===== config.mk =====
export PLATFORM = sky130hd
export DESIGN_NAME = mem_bus_ctl
export DESIGN_NICKNAME = d
export VERILOG_FILES = /design/src/rtl/mem_bus_ctl.sv
export SDC_FILE = /design/constraint.sdc
export NUM_CORES = 1
export LEC_CHECK = 0
export ABC_CLOCK_PERIOD_IN_PS = 4900
export CAP_MARGIN = 10
export CORE_MARGIN = 2
export CORE_UTILIZATION = 48
export DETAILED_ROUTE_END_ITERATION = 8
export HOLD_SLACK_MARGIN = 0.02
export PLACE_DENSITY = 0.95
export SYNTH_ARGS = -nofsm -noshare
export SYNTH_HDL_FRONTEND = slang
export SYNTH_SLANG_ARGS = --single-unit
export TNS_END_PERCENT = 20

===== constraint.sdc =====
create_clock -name clk -period 4.9 [get_ports clk]
set_clock_uncertainty 0.15 [all_clocks]
set_input_delay 0.98 -clock clk [delete_from_list [all_inputs] [get_ports clk]]
set_output_delay 0.98 -clock clk [all_outputs]
set_load 0.01 [all_outputs]

===== src/rtl/mem_bus_ctl.sv =====
// Load/store sequencer between MMU and data bus: alignment check, bus handshake, load extension.
// Optional bus watchdog compiled in with MEM_BUS_CTL_TIMEOUT_EN.
`ifndef MMU_EXCEPTION
`define MMU_EXCEPTION 1:0
`endif

module mem_bus_ctl #(
    parameter int unsigned TIMEOUT_CYCLES = 255
) (
    input  logic                  clk,
    input  logic                  res,
    input  logic                  req,
    input  logic                  req_write,
    input  logic [1:0]            req_size,
    input  logic                  req_signed,
    input  logic [31:0]           req_wdata,
    input  logic [31:0]           mmu_pAddr,
    input  logic                  mmu_io,
    input  logic [`MMU_EXCEPTION] mmu_exc,
    output logic                  bus_req,
    output logic                  bus_we,
    output logic                  bus_io,
    output logic [31:0]           bus_addr,
    output logic [3:0]            bus_be,
    output logic [31:0]           bus_wdata,
    input  logic [31:0]           bus_rdata,
    input  logic                  bus_ready,
    output logic                  busy,
    output logic                  done,
    output logic [31:0]           rdata,
    output logic [2:0]            exc
);
    typedef enum logic [1:0] {IDLE, XLATE, BUS, DONE} state_t;

    localparam logic [2:0] EXC_NONE = 3'd0, EXC_TLBL = 3'd1, EXC_TLBS = 3'd2,
                           EXC_TLBMOD = 3'd3, EXC_ADEL = 3'd4, EXC_ADES = 3'd5;
    localparam logic [`MMU_EXCEPTION] MMU_TLBL = 1, MMU_TLBS = 2, MMU_TLBMOD = 3;

    state_t      state_q, state_d;
    logic        write_q, write_d, signed_q, signed_d;
    logic [1:0]  size_q, size_d, addr_lo_q, addr_lo_d;
    logic [31:0] wdata_q, wdata_d;
    logic        bus_we_q, bus_we_d, bus_io_q, bus_io_d;
    logic [31:0] bus_addr_q, bus_addr_d, bus_wdata_q, bus_wdata_d;
    logic [3:0]  bus_be_q, bus_be_d;
    logic [31:0] rdata_q, rdata_d;
    logic [2:0]  exc_q, exc_d;

    logic        misalign;
    logic [2:0]  mmu_code;
    logic [7:0]  lane_b;
    logic [15:0] lane_h;
    logic [31:0] load_ext;

`ifdef MEM_BUS_CTL_TIMEOUT_EN
    localparam logic [2:0] EXC_BUSERR = 3'd6;
    logic [7:0] cnt_q, cnt_d;
`else
    logic unused_timeout;
    assign unused_timeout = ^TIMEOUT_CYCLES;
`endif

    always_comb begin
        misalign = 1'b0;
        case (size_q)
            2'd0:    misalign = 1'b0;
            2'd1:    misalign = mmu_pAddr[0];
            default: misalign = |mmu_pAddr[1:0];
        endcase
        case (mmu_exc)
            MMU_TLBL:   mmu_code = EXC_TLBL;
            MMU_TLBS:   mmu_code = EXC_TLBS;
            MMU_TLBMOD: mmu_code = EXC_TLBMOD;
            default:    mmu_code = EXC_NONE;
        endcase
        // Lane extraction uses the latched low address bits; bus_addr is word aligned.
        lane_b = bus_rdata[{addr_lo_q, 3'b000} +: 8];
        lane_h = addr_lo_q[1] ? bus_rdata[31:16] : bus_rdata[15:0];
        case (size_q)
            2'd0:    load_ext = {{24{signed_q & lane_b[7]}}, lane_b};
            2'd1:    load_ext = {{16{signed_q & lane_h[15]}}, lane_h};
            default: load_ext = bus_rdata;
        endcase
    end

    always_comb begin
        state_d     = state_q;
        write_d     = write_q;
        signed_d    = signed_q;
        size_d      = size_q;
        addr_lo_d   = addr_lo_q;
        wdata_d     = wdata_q;
        bus_we_d    = bus_we_q;
        bus_io_d    = bus_io_q;
        bus_addr_d  = bus_addr_q;
        bus_wdata_d = bus_wdata_q;
        bus_be_d    = bus_be_q;
        rdata_d     = rdata_q;
        exc_d       = exc_q;
`ifdef MEM_BUS_CTL_TIMEOUT_EN
        cnt_d       = cnt_q;
`endif
        case (state_q)
            IDLE, DONE: begin
                state_d = IDLE;
                if (req) begin
                    write_d  = req_write;
                    signed_d = req_signed;
                    size_d   = req_size;
                    wdata_d  = req_wdata;
                    state_d  = XLATE;
                end
            end
            XLATE: begin
                if (misalign || mmu_code != EXC_NONE) begin
                    exc_d   = misalign ? (write_q ? EXC_ADES : EXC_ADEL) : mmu_code;
                    rdata_d = 32'd0;
                    state_d = DONE;
                end else begin
                    addr_lo_d  = mmu_pAddr[1:0];
                    bus_addr_d = {mmu_pAddr[31:2], 2'b00};
                    bus_we_d   = write_q;
                    bus_io_d   = mmu_io;
                    case (size_q)
                        2'd0: begin
                            bus_be_d    = 4'b0001 << mmu_pAddr[1:0];
                            bus_wdata_d = {4{wdata_q[7:0]}};
                        end
                        2'd1: begin
                            bus_be_d    = 4'b0011 << mmu_pAddr[1:0];
                            bus_wdata_d = {2{wdata_q[15:0]}};
                        end
                        default: begin
                            bus_be_d    = 4'b1111;
                            bus_wdata_d = wdata_q;
                        end
                    endcase
`ifdef MEM_BUS_CTL_TIMEOUT_EN
                    cnt_d = 8'd0;
`endif
                    state_d = BUS;
                end
            end
            BUS: begin
                if (bus_ready) begin
                    rdata_d = write_q ? 32'd0 : load_ext;
                    exc_d   = EXC_NONE;
                    state_d = DONE;
                end
`ifdef MEM_BUS_CTL_TIMEOUT_EN
                else begin
                    cnt_d = cnt_q + 8'd1;
                    if (cnt_d == TIMEOUT_CYCLES[7:0]) begin
                        rdata_d = 32'd0;
                        exc_d   = EXC_BUSERR;
                        state_d = DONE;
                    end
                end
`endif
            end
            default: state_d = IDLE;
        endcase
    end

    always_ff @(posedge clk) begin
        if (res) begin
            state_q     <= IDLE;
            write_q     <= 1'b0;
            signed_q    <= 1'b0;
            size_q      <= 2'd0;
            addr_lo_q   <= 2'd0;
            wdata_q     <= 32'd0;
            bus_we_q    <= 1'b0;
            bus_io_q    <= 1'b0;
            bus_addr_q  <= 32'd0;
            bus_wdata_q <= 32'd0;
            bus_be_q    <= 4'd0;
            rdata_q     <= 32'd0;
            exc_q       <= 3'd0;
`ifdef MEM_BUS_CTL_TIMEOUT_EN
            cnt_q       <= 8'd0;
`endif
        end else begin
            state_q     <= state_d;
            write_q     <= write_d;
            signed_q    <= signed_d;
            size_q      <= size_d;
            addr_lo_q   <= addr_lo_d;
            wdata_q     <= wdata_d;
            bus_we_q    <= bus_we_d;
            bus_io_q    <= bus_io_d;
            bus_addr_q  <= bus_addr_d;
            bus_wdata_q <= bus_wdata_d;
            bus_be_q    <= bus_be_d;
            rdata_q     <= rdata_d;
            exc_q       <= exc_d;
`ifdef MEM_BUS_CTL_TIMEOUT_EN
            cnt_q       <= cnt_d;
`endif
        end
    end

    assign bus_req   = (state_q == BUS);
    assign busy      = (state_q != IDLE);
    assign done      = (state_q == DONE);
    assign bus_we    = bus_we_q;
    assign bus_io    = bus_io_q;
    assign bus_addr  = bus_addr_q;
    assign bus_be    = bus_be_q;
    assign bus_wdata = bus_wdata_q;
    assign rdata     = rdata_q;
    assign exc       = exc_q;
endmodule

-- Yosys cells after proc, flatten, opt, wreduce, memory -nomap -nowiden
Index checks and enable logic that the tools add are counted.
W data, S select, Z words.
- add/sub/neg operators: 0
- multipliers: 0
- div/mod/pow operators: 0
- order comparisons: 0
- eq/ne operators: 9
- shift operators: 3
- mux-type cells: 19
- bitwise gates (word level): 3
- reduce and logical (&&, ||, !) cells: 11
- operators by type and width (cell ; count):
    $pmux W32 S2 ; 3
    $mux W32 ; 3
    $shiftx A32 B6 Y8 ; 1
    $mux W16 ; 1
    $pmux W2 S3 ; 2
    $mux W3 ; 3
    $eq A2 B2 Y1 const B ; 4
    $pmux W4 S2 ; 1
    $eq A2 B1 Y1 const B ; 3
    $pmux W3 S2 ; 1
    $logic_not A2 Y1 ; 2
    $reduce_and A2 Y1 ; 2
    $reduce_bool A2 Y1 ; 2
    $reduce_or A2 Y1 ; 2
    $shl A1 B2 Y4 const A ; 1
    $shl A2 B2 Y4 const A ; 1
    $mux W1 ; 3
    $reduce_and A3 Y1 ; 1
    $reduce_bool A3 Y1 ; 1
    $and A1 B1 Y1 ; 2
    $mux W2 ; 1
    $ne A2 B1 Y1 const B ; 1
    $ne A2 B2 Y1 const B ; 1
    $pmux W1 S2 ; 1
    other kinds (2) ; 2
- register bits: 143
- bits in latches: 0
- RAM bits: 0
- bits in read-only memories: 0
- input bits: 107
- output and inout bits: 108
- logic and storage cells: 58
- memories: 0

-- Longest topological paths before layout
- depth after elaboration: 6
- mapped depth: 9
- depth with buffers taken out: 6

-- Least setup slack after synthesis
OpenSTA, ideal clock, no wires.
- kind: input -> register
- start point: input mmu_pAddr[0]
- end point: register bus_be_q[0] (netlist: bus_be[0])
- library setup time: 0.128 ns
- arrival time: 2.054 ns
- required time: 4.622 ns
- path slack: 2.569 ns
- stages: 6
- buffers on the path: 2
- cell sequence: buf_2 o21ai_2 nand3_1 clkbuf_1 a32oi_1 nor2_1
- longest elaborated chain between the ends: 5
- elaborated cells on any way between the ends: 8
- classes of those cells: shift: 2; mux: 2; bitwise: 1; reduce/logical: 3
- ends and longest elaborated chain (item ; RTL line ; text):
    start: declaration ; 17 ; input logic [31:0] mmu_pAddr,
    $reduce_or A2 Y1 ; 68 ; default: misalign = |mmu_pAddr[1:0];
    $pmux W1 S2 ; 65 ; case (size_q)
    $logic_or A1 B1 Y1 ; 115 ; if (misalign || mmu_code != EXC_NONE) begin
    $not A1 Y1 (no source line) ; - ;
    $reduce_and A2 Y1 (no source line) ; - ;
    end signal: assignment ; 194 ; bus_be_q <= bus_be_d;
    end: declaration ; 45 ; logic [3:0] bus_be_q, bus_be_d;
Several ways; a longest one is shown, not always the timed one.
A chain may end at the register's enable or synchronous reset.

-- Worst setup path after layout
- start point: input mmu_pAddr[0]
- end point: register bus_wdata_q[8] (netlist: bus_wdata[8])
- longest elaborated chain between the ends: 5
- ends and longest elaborated chain (item ; RTL line ; text):
    $reduce_or A2 Y1 ; 68 ;
    $pmux W1 S2 (*) ; 65 ;
    $logic_or A1 B1 Y1 (*) ; 115 ;
    $not A1 Y1 (no source line) (*) ; - ;
    $reduce_and A2 Y1 (no source line) (*) ; - ;
    end signal: assignment ; 193 ; bus_wdata_q <= bus_wdata_d;
    end: declaration ; 44 ; logic [31:0] bus_addr_q, bus_addr_d, bus_wdata_q, bus_wdata_d;
Mark *: on every way between the ends. The rest lies on a longest branch, timed or not.

==> results.sh <==
export IMPL_hold_violations=0
export IMPL_slowest_stage="buf_4"
export IMPL_num_nets_final=1024
export IMPL_area_delta_synth_final_pct=46.7
export IMPL_htree_levels=4
export IMPL_seq_power_share_pct=36.8
export IMPL_cap_violations=0
export IMPL_p_clk_share_pct=38.0
export IMPL_setup_ws_ps=1850
export IMPL_status="complete, no violations"
export IMPL_ant_nets=0
export IMPL_grt_ovfl_total=0
export IMPL_grt_max_degree=115
export IMPL_p_per_area_nw_per_um2=439
export IMPL_clockBufferDepth=2
export IMPL_crit_buf_inv=2
export IMPL_ys_ff_latch=143
export IMPL_fin_crit_sh_pct=62.3
export IMPL_vias_per_cell=5.53
export IMPL_critical_path_class="in -> reg"
export IMPL_ys_seq_area_share_pct=48.4
export IMPL_end_kind="register"
export IMPL_peakVddDrop_v=0.000293
export IMPL_post_cts_buffers=0
export IMPL_sw_frac_of_total_pct=29.6
export IMPL_ctsResizeCount=0
export IMPL_cpPeakStageDelay_ps=660
export IMPL_cp_max_fo=87
export IMPL_setup_viol=0
export IMPL_crit_path_start_kind="primary input"
export IMPL_path_cells="clkdlybuf4s50_1 -> o21ai_2 -> and3_2 -> buf_4 -> nor2_1 -> a311oi_1"
export IMPL_fin_setup_tns_ps=0
export IMPL_synth_top_cell_area_share_pct=48.4
export IMPL_wl_per_cell_um=16.7
export IMPL_synth_area_leaders="dfxtp_1, nand2_1, a21oi_1, mux2i_1, o21ai_0"
export IMPL_required_ps=5050
export IMPL_cts_buffers=17
export IMPL_grt_pass1_vias=5739
export IMPL_top_level_ports=215
export IMPL_initial_core_util_pct=49.3
export IMPL_slew_headroom_pct=23.7
export IMPL_holdPathStages=2
export IMPL_cts_sinks=143
export IMPL_reg2reg_depth=7
export IMPL_hpwl_um=12300
export IMPL_routed_wl_um=17900
export IMPL_hp_class="reg -> reg"
export IMPL_netlist_instances=729
export IMPL_synth_area_um2=5920
export IMPL_initialDrtViolationCount=565
export IMPL_synth_area_leader_cell="dfxtp_1"
export IMPL_rows=40
export IMPL_worst_endpoint_arrival_ps=3210
export IMPL_vias=5926
export IMPL_clk_latency_ps=420
export IMPL_root_buffer="clkbuf_16"
export IMPL_worst_pin_slew_ps=1140
export IMPL_gp_congestion=0.888
export IMPL_p_int_uw=2680
export IMPL_maxSlewViolCount=0
export IMPL_synth_edf_count=0
export IMPL_ys_async_sr_fraction_pct=0
export IMPL_die_area_um2=13200
export IMPL_antenna_found_initial=0
export IMPL_p_comb_share_pct=25.2
export IMPL_synthFlopType="dfxtp_1"
export IMPL_path_clk_slew_ps=60
export IMPL_post_place_ws_ps=1440
export IMPL_synth_warnings=0
export IMPL_port_buffers=212
export IMPL_chipHeight_um=115
export IMPL_core_area_um2=12000
export IMPL_ys_types=48
export IMPL_drc_errors=0
export IMPL_p_sw_uw=1130
export IMPL_grt_usage_pct=26.7
export IMPL_fmax_ghz=0.328
export IMPL_firstDrtPassIters=5
export IMPL_crit_family="buffers and inverters"
export IMPL_synth_area_per_cell_um2=8.11
export IMPL_final_layout_size_suffix_gt1_share_pct=6.27
export IMPL_cts_tree="done"
export IMPL_hold_buffers=0
export IMPL_rsz0062_at_grt="no"
export IMPL_final_min_clock_period_ps=3050
export IMPL_grt_pass1_wl_um=27800
export IMPL_leakagePower_uw=0.00309
export IMPL_n_antenna_cell=0
export IMPL_cp_depth=6
export IMPL_fp_dieW_um=115
[synthesized netlist by cell type (2+ instances only)]
cell,n
mux2i_1,21
a21oi_1,91
ha_1,4
nor2_1,43
nor3_1,5
o211ai_1,8
buf_4,6
clkbuf_1,31
inv_1,10
nand3_1,2
nand2_1,224
a311oi_1,8
o21ai_0,37
o21ai_2,2
nor2b_1,4
buf_1,2
mux2_2,7
a32o_1,9
and2_1,2
dfxtp_1,143
buf_6,4
o22ai_1,2
buf_2,13
a222oi_1,7
a211oi_1,10
nand2b_1,12
[sequential cells by signal, indices dropped and copies added, names as in the netlist, 2 cells and up]
signal	cells
bus_be	4
rdata	32
addr_lo_q	2
bus_addr	30
exc	3
bus_wdata	32
state_q	2
wdata_q	32
size_q	2
[stage by stage]
| stage | power (µW) | instance area (µm²) | cells | hold slack [ps] | util (%) |
|---|---|---|---|---|---|
| floorplan | 1980 | 5920 | 730 | 286 | - |
| global placement | 2340 | 8010 | 1041 | 283 | 66.7 |
| detailed placement | 2370 | 8010 | 1041 | 292 | 66.7 |
| CTS | 3820 | 8680 | 1072 | 304 | 72.3 |
| global route | 3990 | 8680 | 1072 | 315 | 72.3 |
| finish | 3810 | 8680 | 1072 | 302 | 72.3 |
[metal layers]
metal	routed length [µm]	GRT usage, %	up-vias
met5	0	0	-
met4	617	13.7	0
met3	1550	6.17	49
met2	8890	46.7	293
met1	6870	30.6	2743
li1	-	-	2841
[final timing paths]
check / from / endpoint / slack, ps
setup / recovery: mmu_pAddr[0] / bus_wdata[8] / 1850
hold / removal: rdata[27] / rdata[27] / 300
setup reg to reg: state_q[1] / bus_wdata[8] / 2330
hold reg to reg: rdata[27] / rdata[27] / 300
[cells by family (layout without fill, tap and decap cells)]
| family | count (synthesis) | count (layout) | synth area share (%) |
|---|---|---|---|
| simple gates | 300 | 300 | 20.7 |
| compound gates | 185 | 185 | 19.3 |
| flops | 143 | 143 | 48.4 |
| buf+inv | 67 | 262 | 5.41 |
| mux | 29 | 29 | 5.27 |
| fa+ha+maj | 4 | 4 | 0.846 |
| other cells | 1 | 2 | 0.0634 |
[area by class of cell]
type / instances / area (µm²)
inverters: 11 / 41.3
flip-flops and latches: 143 / 2860
well taps: 147 / 184
multi-input cells: 520 / 2750
clock inverters: 11 / 211
fillers: 865 / 3330
repair buffers: 220 / 2180
clock buffers: 20 / 457
[tightest hold or removal path, cell delays in order (launching register included)]
cell and delay [ps]:
dfxtp_1 320, nand2_1 40, o21ai_0 50
[power groups by stage]
stage          clock network [µW]  logic [µW]  registers [µW]
5_1_grt                      1510        1060            1420
3_3_place_gp                    0         925            1420
6_report                     1450         962            1400
4_1_cts                      1460         959            1400
2_1_floorplan                   0         565            1420
3_5_place_dp                    0         952            1420
[cells in the final DEF (no fill, tap or decap), drive strengths merged, types with 2 or more instances in the layout]
cell type | Yosys | layout
dfxtp | 143 | 143
nor3 | 5 | 5
mux2i | 21 | 21
a31oi | 3 | 3
a311oi | 8 | 8
bufinv | 0 | 6
buf | 25 | 9
mux2 | 7 | 7
o21ai | 40 | 40
o22ai | 3 | 3
nand3 | 2 | 2
ha | 4 | 4
o211ai | 8 | 8
a222oi | 7 | 7
inv | 10 | 10
a32o | 9 | 9
a21oi | 91 | 91
clkdlybuf4s50 | 0 | 211
nand2b | 12 | 12
nand2 | 224 | 224
clkinv | 1 | 5
a211oi | 10 | 10
nor2b | 4 | 4
clkbuf | 31 | 20
conb | 1 | 2
and2 | 2 | 2
nor2 | 44 | 44
(Power assumes the default switching activity.)
